### src/rtl/lc3b_types.sv
// Shared LC-3b memory-side types and the arbiter state/grant encodings.
package lc3b_types;

    typedef logic [15:0]  lc3b_word;
    typedef logic [127:0] lc3b_line;

    typedef enum logic [1:0] {
        ARB_IDLE    = 2'd0,
        ARB_SERVE_I = 2'd1,
        ARB_SERVE_D = 2'd2,
        ARB_RELEASE = 2'd3
    } arb_state_t;

    typedef enum logic {
        GRANT_I = 1'b0,
        GRANT_D = 1'b1
    } arb_grant_t;

    // Only meaningful when at least one client is requesting; a tie goes to
    // the client that was not served last.
    function automatic arb_grant_t pick_grant(input logic i_req,
                                              input logic d_req,
                                              input arb_grant_t last);
        if (i_req && d_req) begin
            return (last == GRANT_I) ? GRANT_D : GRANT_I;
        end else if (d_req) begin
            return GRANT_D;
        end else begin
            return GRANT_I;
        end
    endfunction

endpackage

### src/rtl/cache_arbiter_if.sv
// I-cache, D-cache and physical-memory signals seen by the cache arbiter.
interface cache_arbiter_if;
    import lc3b_types::*;

    logic     i_pmem_read;
    lc3b_word i_pmem_address;
    lc3b_line i_pmem_rdata;
    logic     i_pmem_resp;

    logic     d_pmem_read;
    logic     d_pmem_write;
    lc3b_word d_pmem_address;
    lc3b_line d_pmem_wdata;
    lc3b_line d_pmem_rdata;
    logic     d_pmem_resp;

    logic     mem_read;
    logic     mem_write;
    lc3b_word mem_address;
    lc3b_line mem_wdata;
    lc3b_line mem_rdata;
    logic     mem_resp;

    // Arbiter side.
    modport slave (
        input  i_pmem_read, i_pmem_address,
        input  d_pmem_read, d_pmem_write, d_pmem_address, d_pmem_wdata,
        input  mem_rdata, mem_resp,
        output i_pmem_rdata, i_pmem_resp,
        output d_pmem_rdata, d_pmem_resp,
        output mem_read, mem_write, mem_address, mem_wdata
    );

    // Caches plus memory, as driven by an environment.
    modport master (
        output i_pmem_read, i_pmem_address,
        output d_pmem_read, d_pmem_write, d_pmem_address, d_pmem_wdata,
        output mem_rdata, mem_resp,
        input  i_pmem_rdata, i_pmem_resp,
        input  d_pmem_rdata, d_pmem_resp,
        input  mem_read, mem_write, mem_address, mem_wdata
    );

endinterface

### src/rtl/cache_arbiter_req_reg.sv
// Request latch: captures the granted client's address, write data and
// direction on grant, and remembers who was granted last.
module arb_req_reg
    import lc3b_types::*;
(
    input  logic       clk,
    input  logic       rst_n,
    input  logic       load,
    input  arb_grant_t grant,
    input  lc3b_word   i_addr,
    input  lc3b_word   d_addr,
    input  lc3b_line   d_wdata,
    input  logic       d_write,
    output lc3b_word   mem_address,
    output lc3b_line   mem_wdata,
    output logic       rw,
    output arb_grant_t last_grant
);

    lc3b_word   addr_q, addr_d;
    lc3b_line   wdata_q, wdata_d;
    logic       rw_q, rw_d;
    arb_grant_t last_q, last_d;

    // A D request with read and write both high counts as a write-back.
    always_comb begin
        addr_d  = addr_q;
        wdata_d = wdata_q;
        rw_d    = rw_q;
        last_d  = last_q;
        if (load) begin
            last_d = grant;
            if (grant == GRANT_D) begin
                addr_d  = d_addr;
                wdata_d = d_wdata;
                rw_d    = d_write;
            end else begin
                addr_d  = i_addr;
                rw_d    = 1'b0;
            end
        end
    end

    always_ff @(posedge clk or negedge rst_n) begin
        if (!rst_n) begin
            addr_q  <= '0;
            wdata_q <= '0;
            rw_q    <= 1'b0;
            last_q  <= GRANT_I;
        end else begin
            addr_q  <= addr_d;
            wdata_q <= wdata_d;
            rw_q    <= rw_d;
            last_q  <= last_d;
        end
    end

    assign mem_address = addr_q;
    assign mem_wdata   = wdata_q;
    assign rw          = rw_q;
    assign last_grant  = last_q;

endmodule

### src/rtl/cache_arbiter.sv
// Two-client (I-cache / D-cache) arbiter in front of a single line-wide
// physical memory port; ties alternate between clients.
//
// state       | meaning
// ------------+-----------------------------------------------------------
// ARB_IDLE    | no transaction; grant on any request, tie -> not last_grant
// ARB_SERVE_I | I-cache read outstanding at memory, wait for mem_resp
// ARB_SERVE_D | D-cache read/write outstanding at memory, wait for mem_resp
// ARB_RELEASE | one dead cycle so the served client can drop its request
module cache_arbiter
    import lc3b_types::*;
(
    input  logic            clk,
    input  logic            rst_n,
    cache_arbiter_if.slave  bus
);

    arb_state_t state_q, state_d;
    logic       load;
    arb_grant_t grant_sel;
    logic       rw_q;
    arb_grant_t last_grant_q;
    logic       i_req, d_req, serving;

    assign i_req = bus.i_pmem_read;
    assign d_req = bus.d_pmem_read | bus.d_pmem_write;

    always_comb begin
        state_d   = state_q;
        load      = 1'b0;
        grant_sel = GRANT_I;
        case (state_q)
            ARB_IDLE: begin
                if (i_req || d_req) begin
                    load      = 1'b1;
                    grant_sel = pick_grant(i_req, d_req, last_grant_q);
                    state_d   = (grant_sel == GRANT_D) ? ARB_SERVE_D : ARB_SERVE_I;
                end
            end
            ARB_SERVE_I, ARB_SERVE_D: begin
                if (bus.mem_resp) begin
                    state_d = ARB_RELEASE;
                end
            end
            ARB_RELEASE: state_d = ARB_IDLE;
            default:     state_d = ARB_IDLE;
        endcase
    end

    always_ff @(posedge clk or negedge rst_n) begin
        if (!rst_n) begin
            state_q <= ARB_IDLE;
        end else begin
            state_q <= state_d;
        end
    end

    arb_req_reg u_req (
        .clk         (clk),
        .rst_n       (rst_n),
        .load        (load),
        .grant       (grant_sel),
        .i_addr      (bus.i_pmem_address),
        .d_addr      (bus.d_pmem_address),
        .d_wdata     (bus.d_pmem_wdata),
        .d_write     (bus.d_pmem_write),
        .mem_address (bus.mem_address),
        .mem_wdata   (bus.mem_wdata),
        .rw          (rw_q),
        .last_grant  (last_grant_q)
    );

    // Memory strobes decode purely from flops, so reset kills them at once.
    assign serving       = (state_q == ARB_SERVE_I) || (state_q == ARB_SERVE_D);
    assign bus.mem_read  = serving & ~rw_q;
    assign bus.mem_write = serving & rw_q;

    // Completion is forwarded in the same cycle as mem_resp: no added latency.
    assign bus.i_pmem_resp  = (state_q == ARB_SERVE_I) & bus.mem_resp;
    assign bus.d_pmem_resp  = (state_q == ARB_SERVE_D) & bus.mem_resp;
    assign bus.i_pmem_rdata = bus.mem_rdata;
    assign bus.d_pmem_rdata = bus.mem_rdata;

endmodule
### src/flat_wrapper.sv
// flat-port wrapper written by rule: the top's interface ports become plain ports
module cache_arbiter_flat import lc3b_types::*;
  (clk, rst_n, bus_i_pmem_read, bus_i_pmem_address, bus_d_pmem_read, bus_d_pmem_write, bus_d_pmem_address, bus_d_pmem_wdata, bus_mem_rdata, bus_mem_resp, bus_i_pmem_rdata, bus_i_pmem_resp, bus_d_pmem_rdata, bus_d_pmem_resp, bus_mem_read, bus_mem_write, bus_mem_address, bus_mem_wdata);
  cache_arbiter_if bus_i ();
  input  logic clk;
  input  logic rst_n;
  input wire logic [$bits(bus_i.i_pmem_read)-1:0] bus_i_pmem_read;
  input wire logic [$bits(bus_i.i_pmem_address)-1:0] bus_i_pmem_address;
  input wire logic [$bits(bus_i.d_pmem_read)-1:0] bus_d_pmem_read;
  input wire logic [$bits(bus_i.d_pmem_write)-1:0] bus_d_pmem_write;
  input wire logic [$bits(bus_i.d_pmem_address)-1:0] bus_d_pmem_address;
  input wire logic [$bits(bus_i.d_pmem_wdata)-1:0] bus_d_pmem_wdata;
  input wire logic [$bits(bus_i.mem_rdata)-1:0] bus_mem_rdata;
  input wire logic [$bits(bus_i.mem_resp)-1:0] bus_mem_resp;
  output wire logic [$bits(bus_i.i_pmem_rdata)-1:0] bus_i_pmem_rdata;
  output wire logic [$bits(bus_i.i_pmem_resp)-1:0] bus_i_pmem_resp;
  output wire logic [$bits(bus_i.d_pmem_rdata)-1:0] bus_d_pmem_rdata;
  output wire logic [$bits(bus_i.d_pmem_resp)-1:0] bus_d_pmem_resp;
  output wire logic [$bits(bus_i.mem_read)-1:0] bus_mem_read;
  output wire logic [$bits(bus_i.mem_write)-1:0] bus_mem_write;
  output wire logic [$bits(bus_i.mem_address)-1:0] bus_mem_address;
  output wire logic [$bits(bus_i.mem_wdata)-1:0] bus_mem_wdata;
  assign bus_i.i_pmem_read = bus_i_pmem_read;
  assign bus_i.i_pmem_address = bus_i_pmem_address;
  assign bus_i.d_pmem_read = bus_d_pmem_read;
  assign bus_i.d_pmem_write = bus_d_pmem_write;
  assign bus_i.d_pmem_address = bus_d_pmem_address;
  assign bus_i.d_pmem_wdata = bus_d_pmem_wdata;
  assign bus_i.mem_rdata = bus_mem_rdata;
  assign bus_i.mem_resp = bus_mem_resp;
  assign bus_i_pmem_rdata = bus_i.i_pmem_rdata;
  assign bus_i_pmem_resp = bus_i.i_pmem_resp;
  assign bus_d_pmem_rdata = bus_i.d_pmem_rdata;
  assign bus_d_pmem_resp = bus_i.d_pmem_resp;
  assign bus_mem_read = bus_i.mem_read;
  assign bus_mem_write = bus_i.mem_write;
  assign bus_mem_address = bus_i.mem_address;
  assign bus_mem_wdata = bus_i.mem_wdata;
  cache_arbiter u_core (.clk(clk), .rst_n(rst_n), .bus(bus_i));
endmodule
### config.mk
export PLATFORM = sky130hd
export DESIGN_NAME = cache_arbiter_flat
export DESIGN_NICKNAME = d
export VERILOG_FILES = /design/src/rtl/lc3b_types.sv /design/src/rtl/cache_arbiter_if.sv /design/src/rtl/cache_arbiter_req_reg.sv /design/src/rtl/cache_arbiter.sv /design/src/flat_wrapper.sv
export SDC_FILE = /design/constraint.sdc
export NUM_CORES = 1
export LEC_CHECK = 0
export ABC_AREA = 0
export CELL_PAD_IN_SITES_DETAIL_PLACEMENT = 1
export CELL_PAD_IN_SITES_GLOBAL_PLACEMENT = 2
export CORE_AREA = 2 2 273 275
export DETAILED_ROUTE_END_ITERATION = 10
export DIE_AREA = 0 0 275 277
export HOLD_SLACK_MARGIN = 0.1
export MAX_ROUTING_LAYER = met4
export PLACE_DENSITY = 0.59
export SYNTH_ARGS = -nofsm -noshare
export SYNTH_HDL_FRONTEND = slang
export SYNTH_HIERARCHICAL = 1
export SYNTH_SLANG_ARGS = --single-unit
### constraint.sdc
create_clock -name clk -period 2.2 [get_ports clk]
set_clock_uncertainty 0.2 [all_clocks]
set_input_delay 0.66 -clock clk [delete_from_list [all_inputs] [get_ports clk]]
set_output_delay 0.66 -clock clk [all_outputs]
set_load 0.02 [all_outputs]
-- After elaboration in Yosys (flattened, before gate mapping)
Index checks and enable logic that the tools add are counted.
Widths: inputs -> output; s select.
- bits in registers: 148
- output and inout bits: 404
- logic and storage cells: 38
- input port bits: 294
- bitwise operators: 6
- eq/ne operators: 5
- reductions and logical operators: 7
- multiplexer cells: 15
- operators with widths (kind ; number):
    $mux 16 ; 1
    $mux 1 ; 10
    $mux 2 ; 3
    $pmux 2 s3 ; 1
    $and 1x1->1 ; 4
    $eq 2x2->1 const B ; 2
    $reduce_and 2->1 ; 2
    $eq 2x1->1 const B ; 1
    $logic_not 2->1 ; 1
    $logic_or 1x1->1 ; 2
    $ne 2x1->1 const B ; 1
    $ne 2x2->1 const B ; 1
    $reduce_or 2->1 ; 1
    $logic_and 1x1->1 ; 1
    $not 1->1 ; 1
    $or 1x1->1 ; 1

-- Depth between registers and ports, before layout
- word-level depth: 8
- gate-level depth with buffers: 8

-- Modules after synthesis
Netlist, hierarchy kept.
- modules (own cells, without submodules) (module ; seq. area each (um^2) ; times used ; area each (um^2) ; cells an instance):
    arb_req_reg ; 3653.5 ; 1 ; 5987.0 ; 348
    cache_arbiter ; 50.0 ; 1 ; 2159.6 ; 279

-- Worst setup path after synthesis
Ideal clock, no wire load.
- path type: input-to-reg
- start point: input port bus_d_pmem_write
- end point: register u_core.u_req.wdata_q[100], in the netlist u_core/u_req/mem_wdata[100]
- stages: 7
- path buffers: 3
- arrival time: 1.851 ns
- path slack: 0.024 ns
- setup time: 0.125 ns
- cells stage by stage: a2bb2oi_2 > and2_2 > buf_4 > nand2_4 > buf_6 > buf_6 > mux2_4
- word-level cells in the longest chain between the ends: 8
- ends and longest elaborated chain (element ; RTL line ; text):
    start, declared ; flat_wrapper.sv:10 ; input wire logic [$bits(bus_i.d_pmem_write)-1:0] bus_d_pmem_write;
    $or 1x1->1 (*) ; cache_arbiter.sv:26 ; assign d_req = bus.d_pmem_read | bus.d_pmem_write;
    $mux 1 / $logic_and 1x1->1 (equally long branches) ; lc3b_types.sv:26, lc3b_types.sv:24 ;
    $mux 1 ; lc3b_types.sv:24 ; if (i_req && d_req) begin
    $mux 1 ; cache_arbiter.sv:34 ; if (i_req || d_req) begin
    $mux 1 ; cache_arbiter.sv:32 ; case (state_q)
    $mux 1 (*) ; cache_arbiter.sv:34 ;
    $mux 1 (*) ; cache_arbiter.sv:32 ;
    via u_core.grant_sel ; cache_arbiter.sv:20 ; arb_grant_t grant_sel;
    $reduce_and 2->1 (no line) (*) ; - ;
    end signal, assigned ; cache_arbiter_req_reg.sv:52 ; wdata_q <= wdata_d;
    end, declared ; cache_arbiter_req_reg.sv:21 ; lc3b_line wdata_q, wdata_d;
The timed path passes the listed nets; every way through them passes the cells marked *. The select of a mux whose other input is x is not followed.
A chain may end at the register's enable or synchronous reset.

-- Worst setup path after layout
- start point: input port bus_mem_resp
- end point: output port bus_d_pmem_resp
- word-level cells in the longest chain between the ends: 1
- ends and longest elaborated chain (element ; RTL line ; text):
    start, declared ; flat_wrapper.sv:14 ; input wire logic [$bits(bus_i.mem_resp)-1:0] bus_mem_resp;
    $and 1x1->1 ; cache_arbiter.sv:80 ; assign bus.d_pmem_resp = (state_q == ARB_SERVE_D) & bus.mem_resp;
    end, declared ; flat_wrapper.sv:18 ; output wire logic [$bits(bus_i.d_pmem_resp)-1:0] bus_d_pmem_resp;
Every way passes these cells.

==> results_dict.tcl <==
set metrics [dict create \
    mappedNetlistArea_um2 8150 \
    routed_wire_length_per_instance_um 14.9 \
    tritoncts.num_buffers 17 \
    instances_no_fill 1714 \
    slew_violations 0 \
    cpMaxStageDelayCell "clkdlybuf4s50_1" \
    worst-path-max-fanout 3 \
    via_count 4723 \
    tns_ns -0.435 \
    clock_sink_count 148 \
    max-vdd-ir-drop_mv 0.471 \
    share_comb_of_total_power 0.503 \
    critical_path.endpoint_type "output port" \
    synth_largest_area_cell "dfrtp_1" \
    core.rowCount 100 \
    gr-total-overflow 0 \
    preCtsSetupSlack_ns -0.652 \
    drt_drc_violations_left 0 \
    critical_path.startpoint_type "input port" \
    power_after_layout_mw 15.8 \
    globalRouteTotalUtil 0.0676 \
    max-cap-violations 0 \
    worstSetupPathType "input port to output port" \
    quantity_of_i_o_buffers_inserted_on_ports 313 \
    die-width_um 275 \
    unrepaired_setup_endpoints_after_global_routing "yes" \
    post_synth_inst_count 627 \
    start_util 0.111 \
    achievable-frequency_mhz 431 \
    timing.rr.start "u_core/state_q[1]" \
    first_iter_violations 110 \
    htreeDepth 4 \
    placed_area_um2 10800 \
    finish.net_count 1030 \
    rr_endpoint "u_core/u_req/mem_wdata[44]" \
    timing.final.crit_period_ns 2.32 \
    via_count_of_the_first_global_routing_pass 5513 \
    gpl.final_weighted_congestion 0.705 \
    netlist_top_cells_area "dfrtp_1 (45%), buf_4 (24%), mux2_4 (18%), mux2_2 (3.7%), mux2i_1 (2.0%)" \
    internal_power_mw 9.75 \
    die_area_um2 76200 \
    grt_start_max_net_pins 47 \
    ys_warn_count 6 \
    clkPwrFrac 0.188 \
    power_switching_mw 6.09 \
    slowest_delay_ns 0.51 \
    synth_edf_count 0 \
    seqPwrFrac 0.310 \
    worst_setup_hold_path_clk_slew_ns 0.06 \
    worst_slew_margin_rel 0.716 \
    postSynth.asyncResetShare 1.00 \
    place_inst 1674 \
    worstRegToRegCells 7 \
    die_y_um 277 \
    grt_antenna_before_repair 0 \
    timing_hold_violations_final 0 \
    clock_insertion_delay_worst_skew_ns 0.45 \
    grt_pass1_wl_mm 35.5 \
    critical_path.cell_chain "clkdlybuf4s50_1 > and2_4 > buf_6" \
    outcome "finished with violations" \
    cp_num_cells 3 \
    diodes 0 \
    cts_tree "built" \
    violations "negative setup slack" \
    routed_wl_mm 25.5 \
    crit_path_buf_inv_count 2 \
    leading_register_cell_type_out_of_synthesis "dfrtp_1" \
    cts_buffer_depth 2 \
    period_share 1.05 \
    hold_path_class "flop to flop" \
    post_synthesis_net_count 925 \
    synth_cell_type_count 27 \
    yosys.area.top_type_share 0.455 \
    layout.cell_area.non_filler_um2 11500 \
    transition_time_at_the_pin_with_the_least_slew_margin_ns 0.426 \
    syn2layout_area_growth_pct 40.6 \
    critical_path_arrival_ns 1.46 \
    timing.critical_path.from "bus_mem_resp" \
    hpwlAfterDp_mm 19.1 \
    yosys_register_bits 148 \
    ctsRootBufferMaster "clkbuf_16" \
    routed_via_density 2.76 \
    worst_ep_required_time_ns 1.34 \
    synth_sequential_area_ratio 0.455 \
    endpoint "bus_d_pmem_resp" \
    average_instance_area_after_synthesis_um2 13.0 \
    power_density_nw_per_um2 1380 \
    ios 698 \
    worst_path_dominant_cell_family "buffers and inverters" \
    switching_share 0.384 \
    register_to_register_setup_slack_ns 0.24 \
    fillerInstances 8399 \
    first_pass_iters 4 \
    floorplan.core_area_um2 73600 \
    power_leakage_nw 5.14 \
    detail-route-antenna-nets 0 \
    final_layout_size_suffix_gt1_frac 0.310 \
    report.final.setup_viol 4 \
    finalWorstSetupSlack_ns -0.121 \
]
-- kinds of logic (layout without fill, tap and decap cells) --
| kind of cell | Yosys count | in the layout | synth area share |
|---|---|---|---|
| buffers and inverters | 281 | 399 | 0.261 |
| flip-flops | 148 | 148 | 0.455 |
| multiplexers | 144 | 144 | 0.243 |
| AO/OA/AOI/OAI | 25 | 25 | 0.0189 |
| AND/OR/NAND/NOR | 25 | 25 | 0.0170 |
| adder cells (fa/ha/maj) | 4 | 4 | 0.00614 |
-- per-layer routing --
| metal | routed length, µm | track usage | vias up | share of wire |
|---|---|---|---|---|
| li1 | - | - | 2020 | - |
| met3 | 3200 | 0.0404 | 130 | 0.13 |
| met5 | 0 | - | - | 0 |
| met4 | 1870 | 0.0568 | 0 | 0.073 |
| met2 | 11900 | 0.103 | 323 | 0.46 |
| met1 | 8580 | 0.0594 | 2250 | 0.34 |
-- worst min path at each step --
stage	start	to	slack, ns	depth (start not counted)
after floorplan	rst_n	u_core/state_q[0]	0.16	0
after global placement	u_core/u_req/mem_wdata[125]	u_core/u_req/mem_wdata[125]	0.27	1
after detailed placement	u_core/u_req/mem_wdata[125]	u_core/u_req/mem_wdata[125]	0.28	1
after CTS	u_core/u_req/mem_wdata[125]	u_core/u_req/mem_wdata[125]	0.30	1
after global routing	u_core/u_req/mem_wdata[125]	u_core/u_req/mem_wdata[125]	0.31	1
final	u_core/u_req/mem_wdata[125]	u_core/u_req/mem_wdata[125]	0.29	1
-- timing repair --
action / 4_1_cts / 5_1_grt
cloned: 0 / 2
endpoints found under the hold margin: 25 / 0
endpoints found under the setup margin: 148 / 54
hold buffers: 1 / 0
pin swaps: 2 / 0
buffers inserted: 2 / 3
resized for setup: 192 / 10
-- stage by stage --
| stage | hold slack (ns) | utilization |
|---|---|---|
| 3_3_place_gp | 0.273 | 0.147 |
| 3_5_place_dp | 0.285 | 0.147 |
| 5_1_grt | 0.306 | 0.156 |
| 6_report | 0.292 | 0.156 |
| 4_1_cts | 0.295 | 0.154 |
| 2_1_floorplan | 0.164 | - |
-- synthesized netlist by cell type, types with 2 or more instances --
cell type  number
ha_1            4
clkbuf_1        2
dfrtp_1       148
mux2i_1        16
mux2_4        100
o21ai_0         2
a21oi_1        17
buf_4         258
nor2b_1         2
nor2_1         16
inv_1           5
buf_2           2
and2_1          3
mux2_2         27
buf_6          13
-- final cells by class --
class	count	area (µm²)	share of cell area
timing repair buffer	362	3540	0.309
clock buffer	18	439	0.0383
tap	969	1210	0.106
sequential	148	3700	0.323
inverter	5	18.8	0.00164
clock inverter	14	139	0.0121
multi-input combinational	198	2400	0.210
-- registers in the layout, summed over array words and instances, names as in the netlist --
register / flops
u_core/u_req/mem_wdata: 128
u_core/u_req/mem_address: 16
u_core/state_q: 2
u_core/u_req/last_grant: 1
u_core/u_req/rw: 1
-- cells in the final DEF (no fill, tap or decap), types with 5 or more instances in the layout --
cell type        count
clkinvlp_4           5
dlygate4sd2_1      137
mux2i_1             15
mux2_2              27
buf_12              10
buf_4               31
mux2_4             100
buf_6                9
a21oi_1             17
nor2_1              16
clkbuf_16           19
dfrtp_1            148
clkdlybuf4s50_1    161
-- power by group through the flow --
stage | Combinational, mW | Clock [mW] | Sequential, mW
floorplan | 3.60 | 0 | 6.49
global placement | 8.65 | 0 | 4.97
detailed placement | 8.76 | 0 | 4.96
CTS | 8.00 | 3.16 | 4.93
global route | 8.51 | 3.24 | 5.12
finish | 7.96 | 2.97 | 4.90
Power figures use the tool's default switching activity.
